[config.mk]
export PLATFORM = sky130hd
export DESIGN_NAME = dm_ctrl
export DESIGN_NICKNAME = d
export VERILOG_FILES = /design/src/rtl/dm_ctrl_pkg.sv /design/src/rtl/dm_rr_arb.sv /design/src/rtl/dm_ctrl.sv
export SDC_FILE = /design/constraint.sdc
export NUM_CORES = 1
export LEC_CHECK = 0
export ABC_CLOCK_PERIOD_IN_PS = 13800
export CAP_MARGIN = 20
export CORE_MARGIN = 4
export CORE_UTILIZATION = 50
export CTS_CLUSTER_SIZE = 25
export DETAILED_ROUTE_END_ITERATION = 8
export DONT_BUFFER_PORTS = 1
export PLACE_DENSITY = 0.67
export SYNTH_ARGS = -nofsm -noshare
export SYNTH_HDL_FRONTEND = slang
export SYNTH_HIERARCHICAL = 1
export SYNTH_SLANG_ARGS = --single-unit
[constraint.sdc]
create_clock -name clk -period 13.8 [get_ports clk]
set_input_delay 2.07 -clock clk [delete_from_list [all_inputs] [get_ports clk]]
set_output_delay 2.07 -clock clk [all_outputs]
set_load 0.01 [all_outputs]
[src/rtl/dm_ctrl_pkg.sv]
// Shared constants, request record and byte-merge helper for the data-memory controller.
package dm_ctrl_pkg;

  localparam int AW       = 12;
  localparam int DM_WORDS = 3072;
  localparam logic [AW-1:0] DM_LIMIT = AW'(DM_WORDS);
  localparam logic [3:0]    BE_FULL  = 4'hF;

  typedef logic [1:0] dm_state_t;
  localparam dm_state_t ST_IDLE     = 2'd0;
  localparam dm_state_t ST_ACCESS   = 2'd1;
  localparam dm_state_t ST_MERGE_WR = 2'd2;
  localparam dm_state_t ST_RESP     = 2'd3;

  localparam logic ID_CPU = 1'b0;
  localparam logic ID_DMA = 1'b1;

  typedef struct packed {
    logic          id;
    logic          we;
    logic [3:0]    be;
    logic [AW-1:0] addr;
    logic [31:0]   wdata;
    logic [31:0]   pc;
  } dm_req_t;

  function automatic logic [31:0] byte_merge(input logic [31:0] old_w,
                                             input logic [31:0] new_w,
                                             input logic [3:0]  be);
    logic [31:0] res;
    for (int i = 0; i < 4; i++)
      res[8*i +: 8] = be[i] ? new_w[8*i +: 8] : old_w[8*i +: 8];
    return res;
  endfunction

endpackage

[src/rtl/dm_rr_arb.sv]
// Two-way round-robin arbiter; the tie-break pointer flips to the other side on every grant.
module dm_rr_arb (
  input  logic       clk,
  input  logic       rst,
  input  logic [1:0] req,
  input  logic       en,
  output logic [1:0] gnt
);

  logic ptr;  // requester that wins a tie

  always_comb begin
    gnt = 2'b00;
    if (en) begin
      if (req[0] && (!req[1] || !ptr)) gnt[0] = 1'b1;
      else if (req[1])                 gnt[1] = 1'b1;
    end
  end

  always_ff @(posedge clk or posedge rst) begin
    if (rst)        ptr <= 1'b0;
    else if (|gnt)  ptr <= gnt[0];
  end

endmodule

[src/rtl/dm_ctrl.sv]
// CPU/DMA data-memory controller: round-robin grant, single-strobe sequencing,
// read-modify-write for partial byte enables.
module dm_ctrl
  import dm_ctrl_pkg::*;
(
  input  logic          clk,
  input  logic          rst,
  input  logic          c_req,
  input  logic          c_we,
  input  logic [3:0]    c_be,
  input  logic [AW-1:0] c_addr,
  input  logic [31:0]   c_wdata,
  input  logic [31:0]   c_pc,
  output logic          c_gnt,
  output logic          c_ack,
  output logic [31:0]   c_rdata,
  output logic          c_err,
  input  logic          d_req,
  input  logic          d_we,
  input  logic [3:0]    d_be,
  input  logic [AW-1:0] d_addr,
  input  logic [31:0]   d_wdata,
  output logic          d_gnt,
  output logic          d_ack,
  output logic [31:0]   d_rdata,
  output logic          d_err,
  output logic          dm_str,
  output logic [AW-1:0] dm_A,
  output logic [31:0]   dm_D,
  output logic [31:0]   dm_pc,
  input  logic [31:0]   dm_RD
);

  dm_state_t   state;
  dm_req_t     lat, nxt;
  logic [31:0] mreg;
  logic [1:0]  gnt;
  logic        oor, partial, full_wr;

  dm_rr_arb u_arb (
    .clk (clk),
    .rst (rst),
    .req ({d_req, c_req}),
    .en  (state == ST_IDLE),
    .gnt (gnt)
  );

  assign c_gnt = gnt[0];
  assign d_gnt = gnt[1];

  always_comb begin
    nxt.id    = gnt[1] ? ID_DMA  : ID_CPU;
    nxt.we    = gnt[1] ? d_we    : c_we;
    nxt.be    = gnt[1] ? d_be    : c_be;
    nxt.addr  = gnt[1] ? d_addr  : c_addr;
    nxt.wdata = gnt[1] ? d_wdata : c_wdata;
    nxt.pc    = gnt[1] ? 32'h0   : c_pc;
  end

  assign oor     = lat.addr >= DM_LIMIT;
  assign full_wr = lat.we && !oor && (lat.be == BE_FULL);
  assign partial = lat.we && !oor && (lat.be != BE_FULL) && (|lat.be);

  always_ff @(posedge clk or posedge rst) begin
    if (rst) begin
      state   <= ST_IDLE;
      lat     <= '0;
      mreg    <= '0;
      c_rdata <= '0;
      d_rdata <= '0;
      c_err   <= 1'b0;
      d_err   <= 1'b0;
    end else begin
      case (state)
        ST_IDLE: if (|gnt) begin
          lat   <= nxt;
          state <= ST_ACCESS;
        end
        ST_ACCESS: begin
          if (partial) begin
            mreg  <= dm_RD;
            state <= ST_MERGE_WR;
          end else begin
            // port-visible status only changes on the edge into the ack cycle
            state <= ST_RESP;
            if (lat.id == ID_CPU) c_err <= oor;
            else                  d_err <= oor;
            if (!oor && !lat.we) begin
              if (lat.id == ID_CPU) c_rdata <= dm_RD;
              else                  d_rdata <= dm_RD;
            end
          end
        end
        ST_MERGE_WR: begin
          state <= ST_RESP;
          if (lat.id == ID_CPU) c_err <= 1'b0;
          else                  d_err <= 1'b0;
        end
        default: state <= ST_IDLE;
      endcase
    end
  end

  assign c_ack  = (state == ST_RESP) && (lat.id == ID_CPU);
  assign d_ack  = (state == ST_RESP) && (lat.id == ID_DMA);
  assign dm_str = (state == ST_MERGE_WR) || ((state == ST_ACCESS) && full_wr);
  assign dm_A   = lat.addr;
  assign dm_D   = (state == ST_MERGE_WR) ? byte_merge(mreg, lat.wdata, lat.be) : lat.wdata;
  assign dm_pc  = lat.pc;

endmodule

Word level (Yosys, flattened, before mapping)

Index checks and enable logic that the tools add are counted.

Bits of input ports: 166
Register bits: 183

Reductions and logical operators: 25
$lt $le $gt $ge: 1
Bitwise gates (word level): 2
Mux-type cells: 26
Equal/unequal tests: 11

Operators by type and width:

| cell                   | number |
|---|---|
| $mux W32               | 3 |
| $mux W8                | 4 |
| $reduce_and A4 Y1      | 4 |
| $ge A12 B12 Y1 const B | 1 |
| $mux W1                | 12 |
| $mux W12               | 1 |
| $ne A2 B2 Y1 const B   | 6 |
| $logic_and A1 B1 Y1    | 9 |
| $pmux W2 S3            | 1 |
| $eq A2 B2 Y1 const B   | 2 |
| $eq A4 B4 Y1 const B   | 1 |
| $logic_not A1 Y1       | 4 |
| $mux W2                | 2 |
| $mux W4                | 1 |
| $ne A4 B4 Y1 const B   | 1 |
| $pmux W1 S2            | 2 |
| $reduce_and A2 Y1      | 2 |
| $reduce_or A4 Y1       | 1 |
| $eq A2 B1 Y1 const B   | 1 |
| $logic_not A2 Y1       | 1 |
| $logic_or A1 B1 Y1     | 2 |
| $not A1 Y1             | 2 |
| $reduce_bool A2 Y1     | 1 |
| $reduce_or A2 Y1       | 1 |

Longest topological paths before layout

Depth after elaboration: 8
Depth in mapped cells: 10
Depth with buffers taken out: 7

By module

The synthesis kept the hierarchy.

By module, submodules not included:

| module    | times used | cells each | seq. area each (um^2) | area an instance (um^2) |
|---|---|---|---|---|
| dm_ctrl   | 1          | 681        | 4554.4                | 8249.2 |
| dm_rr_arb | 1          | 9          | 25.0                  | 65.1 |

Worst setup path after synthesis

No wires, ideal clock.

Path type: input to output
Start: input port c_req
End: output port c_gnt
Slack: 9210 ps
Required time: 11730 ps
Buffers on the path: 0
Stages on the path: 2
Arrival: 2520 ps
Cell sequence: nand2_1 a21oi_1

Cells in the longest elaborated chain, start to end: 3

Ends and longest elaborated chain:

| element             | line            | text |
|---|---|---|
| start, declared     | dm_ctrl.sv:8    | `input logic c_req,` |
| $logic_and A1 B1 Y1 | dm_rr_arb.sv:15 | `if (req[0] && (!req[1] \|\| !ptr)) gnt[0] = 1'b1;` |
| $mux W1             | dm_rr_arb.sv:15 |  |
| $mux W2             | dm_rr_arb.sv:14 | `if (en) begin` |
| end, declared       | dm_ctrl.sv:14   | `output logic c_gnt,` |

No other way between the ends.

Final worst setup path

Ends and elaborated chain as after synthesis.

==> impl_metrics.json <==
{
  "status": "finished clean",
  "ant_nets": 0,
  "synth_compound_area_share_pct": 6.290,
  "area_growth_pct": 4.740,
  "rr_startpoint": "state[1]",
  "grt_pass1_vias": 5273,
  "grt_max_degree": 112,
  "vias": 4806,
  "p_leak_nw": 3.774,
  "clockBufferDepth": 2,
  "wire_per_inst_um": 21.99,
  "final-max-slew-violation-count": 0,
  "worstPathArrival_ns": 2.80,
  "vias_per_cell": 5.588,
  "final-setup-viol-count": 0,
  "cp_cell_sequence": "nand2_1 > a21oi_1",
  "synthFlopType": "dfrtp_1",
  "synth_xor_area_share_pct": 0,
  "reg2reg_slack_ns": 10.82,
  "peakVddDrop_v": 0.0001036,
  "synth-seq-area-share_pct": 55.08,
  "required_ns": 11.73,
  "n_fill_cell": 1389,
  "final_util_pct": 54.04,
  "drtIter0Drc": 180,
  "holdWs_ns": 0.4737,
  "diodes": 0,
  "placed_cell_area_mm2": 0.008122,
  "slowest_delay_ns": 0.65,
  "antenna_found_initial": 0,
  "p_seq_share_pct": 48.3,
  "worstSetupStartpoint": "c_req",
  "clkPwrFrac_pct": 20.8,
  "cts_tree": "done",
  "drive_gt1_share_pct": 26.55,
  "drc": 0,
  "synthSimpleGateAreaFrac_pct": 7.931,
  "fin_area_mm2": 0.008708,
  "cts.hold.buffers_added": 0,
  "post_cts_buffers": 0,
  "htreeDepth": 4,
  "dp_hpwl_mm": 13.49,
  "crit_type": "input port to output port",
  "synth.top_cell.area_share_pct": 55.08,
  "cp_max_fo": 6,
  "synthMuxAreaShare_pct": 23.37,
  "worst_pin_slew_ns": 0.9594,
  "crit_buf_inv": 0,
  "die_w_um": 137.0,
  "clock_sinks": 183,
  "synth.avg_cell_area_um2": 12.05,
  "dieHeight_um": 137.0,
  "multi_input_area_mm2": 0.003203,
  "cp-end-kind": "output port",
  "synth_top_family_by_area": "multiplexers",
  "synthesis.nets": 860,
  "core_mm2": 0.01612,
  "max_slew_margin_pct": 35.97,
  "synth_top_area_cell": "dfrtp_1",
  "dieArea_mm2": 0.01876,
  "p_sw_w": 0.0007996,
  "grt.overflow.total": 0,
  "synth_warnings": 6,
  "cts_resized": 0,
  "ys_seq_elements": 183,
  "clock_latency_ns": 0.42,
  "grt_usage_pct": 20.00,
  "fmax_ghz": 0.2053,
  "switching_share_pct": 36.83,
  "p_per_area_mw_per_mm2": 249.3,
  "hp-class": "register to register",
  "io_buffers": 0,
  "cts_buffers": 17,
  "synthAdderAreaFrac_pct": 0.6020,
  "slowest_stage": "a21oi_1",
  "grt_pass1_wl_mm": 29.01,
  "row_count": 46,
  "yosysUniqueCellTypes": 33,
  "post-route-period-util_pct": 35.29,
  "max_cap_viol_count": 0,
  "globalplace.congestion": 0.7539,
  "pwr-share-comb_pct": 30.9,
  "firstDrtPassIters": 4,
  "path_clk_slew_ns": 0.06,
  "fin_setup_tns_ns": 0,
  "cts-root-buf": "clkbuf_16",
  "finClkSkew_ns": 0.01329,
  "syn-instance-count": 690,
  "wl_mm": 18.91,
  "nets": 802,
  "rsz0062_at_grt": "false",
  "cp_top_family": "compound AO/OA/AOI/OAI gates",
  "synth_edf_count": 0,
  "hp-start": "lat[62]",
  "start_util_pct": 51.59,
  "async_flop_share_pct": 100.0,
  "seqCellArea_mm2": 0.004579,
  "internal_power_w": 0.001372,
  "synth_area_leaders": "dfrtp_1, mux2_2, mux2i_1",
  "final_hold_viol_count": 0,
  "syn_area_mm2": 0.008314,
  "io_pins": 313,
  "crit_path_start_kind": "input port",
  "period_minus_slack_ns": 4.870
}
cell usage in the layout, fill, tap and decap left out, types with 2 or more instances in the layout:
cell        count
nor3b_1         3
clkbuf_16      17
clkinvlp_4      5
nand3b_1        2
buf_4           6
inv_1           4
dfrtp_1       183
inv_6           3
clkbuf_1        4
ha_1            4
mux2i_1        49
nand2b_1       36
o21ai_0        85
nand2_1        88
mux2_2        129
final cells by class:
type,count,share of cell area (%)
sequential,183,52.59
multi-input combinational,417,36.78
clock buffer,21,5.057
tap,216,3.103
clock inverter,10,1.135
timing repair buffer,8,1.063
inverter,5,0.2730
path summary, 6_finish.rpt:
path	cells past startpoint	endpoint
worst min register to register	2	lat[62]
worst max-delay path	2	c_gnt
worst min-delay path	2	lat[62]
max in group asynchronous	2	mreg[10]
worst max register to register	10	dm_pc[8]
min in group asynchronous	1	u_arb/ptr
cell usage after synthesis (2+ instances only):
| library cell | n |
|---|---|
| nand3b_1 | 2 |
| nand2b_1 | 36 |
| nand2_1 | 88 |
| o21ai_0 | 85 |
| nand3_1 | 2 |
| buf_4 | 47 |
| a21oi_1 | 2 |
| dfrtp_1 | 183 |
| nor3b_1 | 3 |
| mux2i_1 | 49 |
| mux2_2 | 129 |
| buf_6 | 3 |
| ha_1 | 4 |
| clkbuf_1 | 17 |
| buf_2 | 18 |
| inv_1 | 5 |
state kept, by name, indices dropped and copies added, names as in the netlist:
signal	cells
mreg	32
lat	38
c_rdata	32
d_err	1
u_arb/ptr	1
c_err	1
dm_A	12
dm_pc	32
state	2
d_rdata	32
routing by layer:
| metal | up-vias | routed length [um] | global-route usage (%) |
|---|---|---|---|
| met5 | - | 0 | 0 |
| li1 | 2201 | - | - |
| met4 | 0 | 319 | 6.375 |
| met1 | 2390 | 7067 | 22.91 |
| met3 | 26 | 1734 | 7.537 |
| met2 | 189 | 9790 | 34.63 |
cell families (layout without fill, tap and decap cells):
| logic type | Yosys count | after routing |
|---|---|---|
| muxes | 178 | 178 |
| adders and majority gates | 4 | 4 |
| AOI/OAI and AO/OA | 97 | 97 |
| and+or+nand+nor | 138 | 138 |
| buffers and inverters | 90 | 44 |
| DFF | 183 | 183 |
power groups by stage:
stage,Combinational (W),Sequential [W],Clock [W]
finish,0.000671,0.00105,0.000451
detailed placement,0.000679,0.00106,0
global placement,0.000648,0.00105,0
global route,0.000748,0.00109,0.000486
CTS,0.000681,0.00105,0.000463
floorplan,0.000672,0.000959,0
metrics by stage:
step | power [W] | setup slack [ns] | std cells
floorplan | 0.001631 | 6.786 | 690
global route | 0.002321 | 8.894 | 860
detailed placement | 0.001741 | 8.941 | 827
finish | 0.002171 | 8.930 | 860
CTS | 0.002197 | 8.942 | 858
global placement | 0.001694 | 8.962 | 827
Note: power is estimated with default switching activity, not from simulation.
